### src/rtl/bludger_ver_controller.sv
// rtl/bludger_ver_controller.sv - vertical bludger ball motion with wall and player bounces
module bludger_ver_controller #(
  parameter int BALL_RADIUS     = 25,
  parameter int BALL_X          = 400,
  parameter int INITIAL_VER_POS = 275,
  parameter int TOP_BOUND       = 35,
  parameter int BOTTOM_BOUND    = 515,
  parameter int MOVE_PERIOD     = 200000,
  parameter int PAUSE_STEPS     = 50
) (
  input  logic       clk,
  input  logic       rst_n,
  input  logic       enable,
  input  logic [9:0] player_hor_pos,
  input  logic [9:0] player_ver_pos,
  output logic [9:0] ball_y,
  output logic       ball_dir,
  output logic       bounce
);

  localparam logic [1:0] S_HOLD  = 2'd0;
  localparam logic [1:0] S_DOWN  = 2'd1;
  localparam logic [1:0] S_UP    = 2'd2;
  localparam logic [1:0] S_PAUSE = 2'd3;

  localparam int CW = (MOVE_PERIOD > 1) ? $clog2(MOVE_PERIOD) : 1;
  localparam int PW = (PAUSE_STEPS > 0) ? $clog2(PAUSE_STEPS + 1) : 1;

  localparam logic [CW-1:0] CNT_LAST   = CW'(MOVE_PERIOD - 1);
  localparam logic [PW-1:0] PAUSE_LOAD = PW'(PAUSE_STEPS);
  localparam logic [21:0]   HIT_R2     = 22'((2 * BALL_RADIUS + 2) * (2 * BALL_RADIUS + 2));
  // Centre-row limits: the ball edge touches a wall once the centre reaches these.
  localparam logic [10:0]   BOT_LIM    = 11'(BOTTOM_BOUND - BALL_RADIUS);
  localparam logic [10:0]   TOP_LIM    = 11'(TOP_BOUND + BALL_RADIUS);

  logic [1:0]        state;
  logic [CW-1:0]     step_cnt;
  logic [PW-1:0]     pause_cnt;
  logic              step;
  logic signed [10:0] dx;
  logic signed [10:0] dy;
  logic [9:0]        adx;
  logic [9:0]        ady;
  logic [19:0]       dx2;
  logic [19:0]       dy2;
  logic [21:0]       dist2;
  logic              hit;
  logic              at_bottom;
  logic              at_top;

  assign step = enable && (step_cnt == CNT_LAST);

  // Squared player-to-ball distance on magnitudes so the sum stays unsigned and overflow-free.
  always_comb begin
    dx    = $signed({1'b0, player_hor_pos}) - $signed(11'(BALL_X));
    dy    = $signed({1'b0, player_ver_pos}) - $signed({1'b0, ball_y});
    adx   = dx[10] ? 10'(-dx) : 10'(dx);
    ady   = dy[10] ? 10'(-dy) : 10'(dy);
    dx2   = adx * adx;
    dy2   = ady * ady;
    dist2 = 22'(dx2) + 22'(dy2);
    hit   = dist2 < HIT_R2;
    at_bottom = {1'b0, ball_y} >= BOT_LIM;
    at_top    = {1'b0, ball_y} <= TOP_LIM;
  end

  // Free-running step timer that freezes while the ball is held.
  always_ff @(posedge clk or negedge rst_n) begin
    if (!rst_n) begin
      step_cnt <= '0;
    end else if (enable) begin
      step_cnt <= (step_cnt == CNT_LAST) ? '0 : step_cnt + 1'b1;
    end
  end

  // Motion FSM: player hits win over wall hits, and both keep ball_y for the reversal step.
  always_ff @(posedge clk or negedge rst_n) begin
    if (!rst_n) begin
      state     <= S_HOLD;
      ball_y    <= 10'(INITIAL_VER_POS);
      ball_dir  <= 1'b1;
      bounce    <= 1'b0;
      pause_cnt <= '0;
    end else begin
      bounce <= 1'b0;
      if (!enable) begin
        state <= S_HOLD;
      end else begin
        case (state)
          S_HOLD: state <= ball_dir ? S_DOWN : S_UP;
          S_DOWN: begin
            if (step) begin
              if (hit && (player_ver_pos > ball_y)) begin
                ball_dir  <= 1'b0;
                bounce    <= 1'b1;
                pause_cnt <= PAUSE_LOAD;
                state     <= S_PAUSE;
              end else if (at_bottom) begin
                ball_dir <= 1'b0;
                bounce   <= 1'b1;
                state    <= S_UP;
              end else begin
                ball_y <= ball_y + 10'd1;
              end
            end
          end
          S_UP: begin
            if (step) begin
              if (hit && (player_ver_pos < ball_y)) begin
                ball_dir  <= 1'b1;
                bounce    <= 1'b1;
                pause_cnt <= PAUSE_LOAD;
                state     <= S_PAUSE;
              end else if (at_top) begin
                ball_dir <= 1'b1;
                bounce   <= 1'b1;
                state    <= S_DOWN;
              end else begin
                ball_y <= ball_y - 10'd1;
              end
            end
          end
          default: begin
            if (step) begin
              if (pause_cnt <= PW'(1)) begin
                pause_cnt <= '0;
                state     <= ball_dir ? S_DOWN : S_UP;
              end else begin
                pause_cnt <= pause_cnt - 1'b1;
              end
            end
          end
        endcase
      end
    end
  end

endmodule
### config.mk
export PLATFORM = sky130hd
export DESIGN_NAME = bludger_ver_controller
export DESIGN_NICKNAME = d
export VERILOG_FILES = /design/src/rtl/bludger_ver_controller.sv
export SDC_FILE = /design/constraint.sdc
export NUM_CORES = 1
export LEC_CHECK = 0
export ABC_CLOCK_PERIOD_IN_PS = 20400
export CAP_MARGIN = 25
export CORE_ASPECT_RATIO = 0.8
export CORE_UTILIZATION = 60
export CTS_CLUSTER_SIZE = 24
export DETAILED_ROUTE_END_ITERATION = 7
export GPL_TIMING_DRIVEN = 0
export HOLD_SLACK_MARGIN = 0.08
export PLACE_DENSITY = 0.79
export SYNTH_ARGS = -nofsm -noshare
export SYNTH_HDL_FRONTEND = slang
export SYNTH_SLANG_ARGS = --single-unit
### constraint.sdc
create_clock -name clk -period 20.4 [get_ports clk]
set_input_delay 4.08 -clock clk [delete_from_list [all_inputs] [get_ports clk]]
set_output_delay 4.08 -clock clk [all_outputs]
set_load 0.02 [all_outputs]
## Yosys cells after proc, flatten, opt, wreduce, memory -nomap -nowiden

Index checks and enable logic that the tools add are counted.

| word-level totals | value |
|---|---|
| bits in registers | 38 |
| bits in latches | 0 |
| bits in writable memories | 0 |
| memory bits (read-only) | 0 |
| input bits | 23 |
| output and inout port bits | 12 |
| logic and storage cells | 95 |
| memories | 0 |

| cells by class | value |
|---|---|
| add/subtract/negate cells | 9 |
| multipliers | 2 |
| divide/modulo/power cells | 0 |
| $lt $le $gt $ge | 6 |
| equality and inequality tests | 19 |
| shift-type cells | 0 |
| multiplexer cells | 43 |
| bitwise logic cells | 1 |
| reduce and logical (&&, ||, !) cells | 9 |

Operator list:

| cell | number |
|---|---|
| $mux W10 | 8 |
| $mul A10 B10 Y20 | 2 |
| $mux W6 | 6 |
| $add A20 B20 Y21 | 1 |
| $lt A21 B12 Y1 const B | 1 |
| $mux W2 | 10 |
| $neg A10 Y10 | 2 |
| $pmux W10 S2 | 1 |
| $add A18 B1 Y18 const B | 1 |
| $eq A18 B18 Y1 const B | 1 |
| $mux W18 | 1 |
| $pmux W6 S3 | 1 |
| $ne A2 B2 Y1 const B | 8 |
| $mux W1 | 13 |
| $ne A3 B3 Y1 const B | 4 |
| $reduce_and A6 Y1 | 2 |
| $sub A10 B10 Y11 | 1 |
| $sub A10 B9 Y11 const B | 1 |
| $add A10 B1 Y10 const B | 1 |
| $ge A10 B9 Y1 const B | 1 |
| $gt A10 B10 Y1 | 1 |
| $le A10 B6 Y1 const B | 1 |
| $lt A10 B10 Y1 | 1 |
| $sub A10 B1 Y10 const B | 1 |
| other kinds (15) | 19 |

## Logic depth before layout (Yosys ltp)

Gate-level depths: netlist of run 1.

| logic depth | value |
|---|---|
| word-level depth | 11 |
| depth in mapped cells | 42 |
| mapped depth without buffers | 39 |

## Least setup slack after synthesis of run 1

No wires, ideal clock.

| path | value |
|---|---|
| path type | input-to-reg |
| from | input player_ver_pos[0] |
| to | register pause_cnt[0] |
| setup time | 125 ps |
| data arrival time | 13,031 ps |
| required time | 20,275 ps |
| slack | 7,244 ps |
| stages on the path | 37 |
| buffers on the path | 0 |
| path through | inv_1 ha_1 fa_1 nor2b_1 o21ai_0 a21boi_1 nor2_1 or3_1 a21oi_1 a211oi_1 xnor2_1 clkinv_1 nor2_1 fa_1 fa_1 inv_1 fa_1 inv_1 fa_1 inv_1 fa_1 inv_1 fa_1 inv_1 fa_1 inv_1 ha_1 o21ai_0 a21oi_1 or2_2 or3_1 nand4_1 o221ai_2 nor4_4 a21oi_2 o32a_4 mux2_4 |

| on the way | value |
|---|---|
| word-level cells in the longest chain between the ends | 9 |
| elaborated cells on any way between the ends | 13 |
| those cells by class | add/sub (3); mul (1); order compare (3); eq/ne (2); mux (1); reduce/logical (3) |

RTL lines:

| element | line | source |
|---|---|---|
| from (decl) | 15 | `input logic [9:0] player_ver_pos,` |
| $sub A10 B10 Y11 | 56 | `dy = $signed({1'b0, player_ver_pos}) - $signed({1'b0, ball_y});` |
| $neg A10 Y10 | 58 | `ady = dy[10] ? 10'(-dy) : 10'(dy);` |
| $mux W10 | 58 |  |
| $mul A10 B10 Y20 | 60 | `dy2 = ady * ady;` |
| $add A20 B20 Y21 | 61 | `dist2 = 22'(dx2) + 22'(dy2);` |
| $lt A21 B12 Y1 | 62 | `hit = dist2 < HIT_R2;` |
| $logic_and A1 B1 Y1 (on tied branches) | 109, 93 |  |
| $ne A2 B2 Y1 (no line) | - |  |
| $reduce_and A5 Y1 (no line) * | - |  |
| to (signal assigned) | 129 | `pause_cnt <= pause_cnt - 1'b1;` |
| to (decl) | 38 | `logic [PW-1:0] pause_cnt;` |

Every way passes the cells marked *; elsewhere a longest branch is shown, timed or not.
A chain may end at the register's enable or synchronous reset.

## Worst setup path after layout of run 1

| path | value |
|---|---|
| from | input player_ver_pos[0] |
| to | register pause_cnt[1] |

The elaborated chain is that of the path after synthesis.

==> results of run 1 <==
==> final cells by class <==
cell class	count	area (sq um)	area share
buffer	22	92.6	0.00902
tap	210	263	0.0256
multi-input combinational	819	7600	0.741
inverter	227	852	0.0830
sequential	38	957	0.0933
clock buffer	6	139	0.0135
timing repair buffer	33	325	0.0317
clock inverter	1	30.0	0.00293
==> synth_stat cells, types with 16 or more instances <==
library cell and instances:
a21oi_1 53, dfrtp_1 33, fa_1 132, xnor2_1 36, xor2_1 25, nand2_1 77
nor2_1 99, inv_1 223, nand3_1 16, mux2i_1 16, nor3_1 16, o21ai_0 25
ha_1 109, a21o_1 20, clkbuf_1 16
==> worst reg2reg max path, delay by kind of cell, from the launching register on <==
family	cells	cell delay, ns
AO/OA/AOI/OAI	9	1.75
XOR/XNOR	1	0.48
adder cells (fa/ha/maj)	10	4.31
buffers and inverters	6	1.04
flip-flops	1	0.60
multiplexers	1	0.31
AND/OR/NAND/NOR	8	2.55
==> path summary, 6_finish.rpt <==
path,end,slack (ns),depth (start not counted)
max,pause_cnt[1]$_DFFE_PN0P_,5.42,37
max reg2reg,pause_cnt[1]$_DFFE_PN0P_,9.23,35
min in group asynchronous,ball_y[2]$_DFFE_PN0P_,3.90,1
min reg2reg,step_cnt[4]$_DFFE_PN0P_,0.49,1
min,step_cnt[4]$_DFFE_PN0P_,0.49,1
max in group asynchronous,step_cnt[8]$_DFFE_PN0P_,15.95,1
==> registers in the layout, indices dropped and copies added, names as in the netlist <==
register and count:
step_cnt 18, ball_y 10, pause_cnt 6, state 2, ball_dir 1, bounce 1
==> through the flow <==
step / area (sq um) / std cells
2_1_floorplan: 9500 / 1106
3_3_place_gp: 10100 / 1349
3_5_place_dp: 10100 / 1349
4_1_cts: 10300 / 1356
5_1_grt: 10300 / 1356
6_report: 10300 / 1356
==> kinds of logic (layout without fill, tap and decap cells) <==
group | after synthesis | after routing | share of synthesized area
AOI/OAI and AO/OA | 187 | 187 | 0.139
xor gates and xnor gates | 61 | 61 | 0.0562
adders and majority gates | 241 | 241 | 0.422
buffers and inverters | 249 | 289 | 0.0994
DFF | 38 | 38 | 0.101
muxes | 21 | 21 | 0.0236
and+or+nand+nor | 309 | 309 | 0.159
==> routing by layer <==
layer / vias up / part of all wire / global-route usage
li1: 3706 / - / -
met1: 3723 / 0.49 / 0.437
met2: 247 / 0.43 / 0.433
met3: 18 / 0.065 / 0.0506
met4: 2 / 0.012 / 0.0423
met5: - / 0.0023 / 0.0248
==> summary.md, run 1 <==
| Metric | Value |
|---|---|
| Outcome | `complete, no violations` |
| Worst hold path type | `reg2reg` |
| Top delay family on crit path | `adder cells` |
| Layout Nets | `1410` |
| Total gr overflow | `0` |
| Placed wire-length estimate | `18400 um` |
| MaxCap Viol Count | `0` |
| Synth Area per Inst | `8.59 sq um` |
| Fin crit share | `0.734` |
| Clock latency on the worst-skew pair | `0.29 ns` |
| Worst EP required | `20.57 ns` |
| Fin worst setup slack | `5.42 ns` |
| CTS Sinks | `38` |
| I/O Buffers | `33` |
| Vias per inst | `5.68` |
| Critical path's most frequent cell | `fa_1` |
| EDFF count, synth | `0` |
| Drt pass-1 iters | `5` |
| Die Y | `115 um` |
| WL final | `21800 um` |
| Htree depth | `2` |
| Dominant cell type by area after synthesis | `fa_1` |
| Share of post-route cells with drive strength above 1 | `0.0436` |
| Most frequent cells in the layout | `inv_1, fa_1, ha_1` |
| Min cycle time layout | `14.98 ns` |
| Async SR Flop Fraction | `1.00` |
| Die W | `143 um` |
| Top cell type's share of synthesized area | `0.278` |
| Net Count, Synth | `1370` |
| Critical Path Start Type | `input pin` |
| CP arrival | `15.15 ns` |
| Root Driver | `clkbuf_16` |
| Pin count of the biggest net entering global routing | `39` |
| Commonest non-fill, non-tap cell in the layout | `inv_1` |
| Clock tree buffer depth | `2` |
| Final Max Slew Viols | `0` |
| DRT iter0 DRCs | `559` |
| Final hold vios | `0` |
| Filler cell count | `1252` |
| Max frequency | `0.0668 GHz` |
| Skew final | `0.00794 ns` |
| # IOs | `35` |
| Yosys cell types | `80` |
| Crit-path slowest cell | `nor4_1` |
| Antenna violations before repair | `0` |
| Final setup fails | `0` |
| Cts hold-fix bufs | `0` |
| Synth Register Bits | `38` |
| Area of the die | `16300 sq um` |
| Clock transition at the registers of the reported paths | `0.06 ns` |
| Worst Setup SP | `player_ver_pos[0]` |
| Ys Warns | `0` |
| Pre-CTS setup slack | `5.36 ns` |
| Area delta synth->final | `7.97%` |
| Worst hold start | `step_cnt[4]$_DFFE_PN0P_` |
| RD Place Congestion | `0.935` |
| Mapped Area | `9500 sq um` |
| # Post-CTS Setup Buffers | `0` |
| Vias in the first global route | `7545` |
| Post-Synthesis Cells | `1106` |
| ANT cells | `0` |
| RSZ-0062 raised after global routing | `false` |
| Worst-path fanout max | `10` |
| Post-layout util | `0.672` |
| FP Rows | `40` |
| Post-CTS Resized | `0` |
| Slew @ Worst Pin | `0.922 ns` |
| CTS tree | `built` |
| CP Capture Type | `register` |
| Worst path buffer plus inverter count | `8` |
| Synth top area cells | `fa_1, ha_1, inv_1, dfrtp_1, nor2_1` |
| Reg2reg start | `ball_y[0]$_DFFE_PN1P_` |
| CP Class | `in2reg` |
| Post-synthesis sequential area ratio | `0.101` |
| Total number of vias | `7696` |
| TritonCTS Buffers | `5` |
| Relative slew margins | `0.384` |
| Routed len/inst | `16.0 um` |
| Worst hold slack | `0.493 ns` |
| CP max stage delay | `0.79 ns` |
| Routed Antenna Nets | `0` |
| DRC | `0` |
| Core ar. | `15300 sq um` |
| Top_reg_cell synth | `dfrtp_1` |
| GRT Overall Usage | `0.288` |
| Setup Total Neg Slack | `0 ns` |
| Initial Utilization | `0.623` |
| First-pass GRT wire length | `36800 um` |
Power of run 1 is left out: the tool's default activity adds up to more than one toggle a clock period on the data nets, which glitch-free logic cannot reach.
==> run 2: changes to the inputs <==
--- a/config.mk
+++ b/config.mk
@@ -5,10 +5,10 @@
 export SDC_FILE = /design/constraint.sdc
 export NUM_CORES = 1
 export LEC_CHECK = 0
-export ABC_CLOCK_PERIOD_IN_PS = 20400
+export ABC_CLOCK_PERIOD_IN_PS = 13200
 export CAP_MARGIN = 25
 export CORE_ASPECT_RATIO = 0.8
-export CORE_UTILIZATION = 60
+export CORE_UTILIZATION = 58
 export CTS_CLUSTER_SIZE = 24
 export DETAILED_ROUTE_END_ITERATION = 7
 export GPL_TIMING_DRIVEN = 0
==> constraint.sdc (replaced) <==
create_clock -name clk -period 13.2 [get_ports clk]
set_input_delay 2.64 -clock clk [delete_from_list [all_inputs] [get_ports clk]]
set_output_delay 2.64 -clock clk [all_outputs]
set_load 0.02 [all_outputs]
==> run 2 against run 1 <==
Against the previous run: clock skew down 0.0029 ns; routed wire length down 0.13%; utilization down 2.0 points; global-route usage down 1.7 points; critical endpoint unchanged.
==> summary.md, run 2 (same netlist as run 1, synthesis figures left out) <==
| Metric | Value |
|---|---|
| Critical Path Start Type | `input pin` |
| R2r setup slk | `2.70 ns (-6.53 ns)` |
| Share of post-route cells with drive strength above 1 | `0.0600 (+0.0164)` |
| Worst hold start | `step_cnt[15]$_DFFE_PN0P_` |
| Min cycle time layout | `12.72 ns` |
| I/O Buffers | `33 (unchanged)` |
| FP Rows | `41 (+2.5%)` |
| Hold path cells | `1 (unchanged)` |
| Pre-CTS setup slack | `-0.352 ns (-5.71 ns)` |
| ANT cells | `0 (unchanged)` |
| Skew final | `0.00506 ns (-0.00288 ns)` |
| Filler cell count | `1325 (+5.8%)` |
| GRT Overall Usage | `0.271 (-0.0171)` |
| Slew @ Worst Pin | `0.858 ns (-0.0644 ns)` |
| Largest register FFs | `18 (unchanged)` |
| Final hold vios | `0 (unchanged)` |
| Layout Nets | `1413 (+0.21%)` |
| Commonest non-fill, non-tap cell in the layout | `inv_1` |
| Root Driver | `clkbuf_16` |
| Drt pass-1 iters | `5 (unchanged)` |
| Setup Total Neg Slack | `0 ns (unchanged)` |
| DRT iter0 DRCs | `554 (-0.89%)` |
| Critical path's most frequent cell | `fa_1` |
| FF+latch area | `957 sq um (unchanged)` |
| Relative slew margins | `0.427 (+0.0431)` |
| Vias in the first global route | `7573 (+0.37%)` |
| Reg2reg start | `ball_y[0]$_DFFE_PN1P_` |
| Clock latency on the worst-skew pair | `0.29 ns (about the same)` |
| Fin crit share | `0.964` |
| CP arrival | `12.89 ns (-2.26 ns)` |
| Worst hold path type | `reg2reg` |
| CTS tree | `built` |
| Crit-path slowest cell | `fa_1` |
| Pin count of the biggest net entering global routing | `39 (unchanged)` |
| Fin worst setup slack | `0.478 ns (-4.94 ns)` |
| Post-DP Area | `10100 sq um (about the same)` |
| # IOs | `35 (unchanged)` |
| Die Y | `116 um (+1.7%)` |
| Vias per inst | `5.64 (-0.58%)` |
| Outcome | `complete, no violations` |
| Most frequent cells in the layout | `inv_1, fa_1, ha_1` |
| Placed wire-length estimate | `18300 um (-0.42%)` |
| Worst-path fanout max | `8 (-2)` |
| Antenna violations before repair | `0 (unchanged)` |
| Initial Utilization | `0.598 (-0.0250)` |
| Area delta synth->final | `9.14%` |
| DRC | `0 (unchanged)` |
| Die W | `145 um (+1.7%)` |
| Routed Antenna Nets | `0 (unchanged)` |
| Cell Count, Final, Fillers Out | `1365 (+0.66%)` |
| Final Max Slew Viols | `0 (unchanged)` |
| WHS Endpoint | `step_cnt[15]$_DFFE_PN0P_` |
| R2r worst-path depth | `36 (+2.9%)` |
| Htree depth | `2 (unchanged)` |
| Routed len/inst | `15.9 um (-0.79%)` |
| First-pass GRT wire length | `36700 um (-0.39%)` |
| Total number of vias | `7702 (+0.078%)` |
| Worst EP required | `13.37 ns (-7.20 ns)` |
| Max frequency | `0.0786 GHz` |
| CP Class | `in2reg` |
| Largest registers | `step_cnt (18), ball_y (10), pause_cnt (6)` |
| Cts hold-fix bufs | `0 (unchanged)` |
| CP max stage delay | `0.59 ns (-0.20 ns)` |
| Final setup fails | `0 (unchanged)` |
| Placed insts | `1354 (+0.37%)` |
| Clock transition at the registers of the reported paths | `0.06 ns (about the same)` |
| TritonCTS Buffers | `5 (unchanged)` |
| Core ar. | `15900 sq um (+4.2%)` |
| MaxCap Viol Count | `0 (unchanged)` |
| Multi-input logic area | `7670 sq um (+0.87%)` |
| Clock tree buffer depth | `2 (unchanged)` |
| CP Capture Type | `register` |
| Total gr overflow | `0 (unchanged)` |
| Most flops, register | `step_cnt` |
| Area of the die | `16900 sq um (+3.4%)` |
| Post-route cell area | `10400 sq um (+1.1%)` |
| RD Place Congestion | `0.928 (-0.74%)` |
| WL final | `21700 um (-0.13%)` |
| R2r endpoint | `pause_cnt[1]$_DFFE_PN0P_` |
| CTS Sinks | `38 (unchanged)` |
[run 2: cell types whose count changed in the layout (fill, tap and decap cells not counted), sizes merged]
cell	before	now
buf	7	13
clkbuf	22	18
clkinv	4	2
clkinvlp	0	3
inv	223	224
[run 2: per-stage QoR]
stage                      util  hold WS [ns]
final                     0.652         0.489
after global routing      0.652         0.513
after CTS                 0.646         0.496
after detailed placement  0.635         0.485
after global placement    0.635         0.477
after floorplan               -         0.451
[run 2: final cells by class]
class | instances | area share
plain buffers | 20 | 0.00857
clock buffers | 5 | 0.0121
clock inverters | 3 | 0.00434
inverters | 227 | 0.0825
multi-input cells | 819 | 0.739
flip-flops and latches | 38 | 0.0923
well taps | 215 | 0.0259
repair buffers | 38 | 0.0350
[run 2: worst max-delay path: cells and delay by family]
family                   cells  cell delay, ns
adder cells (fa/ha/maj)     10            4.62
multiplexers                 1            0.31
AND/OR/NAND/NOR              8            2.05
buffers and inverters        9            1.16
XOR/XNOR                     1            0.34
AO/OA/AOI/OAI                9            1.77
[run 2: worst max path at each step]
stage,from,end,slack [ns]
2_1_floorplan,player_ver_pos[0],pause_cnt[0]$_DFFE_PN0P_,1.48
3_3_place_gp,player_ver_pos[0],pause_cnt[1]$_DFFE_PN0P_,-0.29
3_5_place_dp,player_ver_pos[0],pause_cnt[0]$_DFFE_PN0P_,-0.35
4_1_cts,player_ver_pos[0],pause_cnt[1]$_DFFE_PN0P_,0.07
5_1_grt,player_ver_pos[0],pause_cnt[1]$_DFFE_PN0P_,-0.004
6_report,player_ver_pos[0],pause_cnt[1]$_DFFE_PN0P_,0.48
[run 2: metal layers]
metal  up-vias  GRT usage  share of wire
li1       3720          -              -
met1      3705      0.399           0.47
met2       252      0.424           0.44
met3        23     0.0488          0.076
met4         2     0.0393          0.013
met5         -     0.0222         0.0023
[run 2: timing repair]
item,4_1_cts,5_1_grt
setup buffers,0,5
pin swaps,0,2
resized for setup,1,18
endpoints found under the setup margin,5,20
Power of run 2 is left out for the same reason.
==> run 3: changes to the inputs <==
--- a/config.mk
+++ b/config.mk
@@ -9,6 +9,7 @@
 export CAP_MARGIN = 25
 export CORE_ASPECT_RATIO = 0.8
 export CORE_UTILIZATION = 58
+export CTS_CLUSTER_DIAMETER = 30
 export CTS_CLUSTER_SIZE = 24
 export DETAILED_ROUTE_END_ITERATION = 7
 export GPL_TIMING_DRIVEN = 0
==> results of run 3 <==
The final DEF is identical to that of run 2; final timing and power are the same.
Power of run 3 is left out for the same reason.
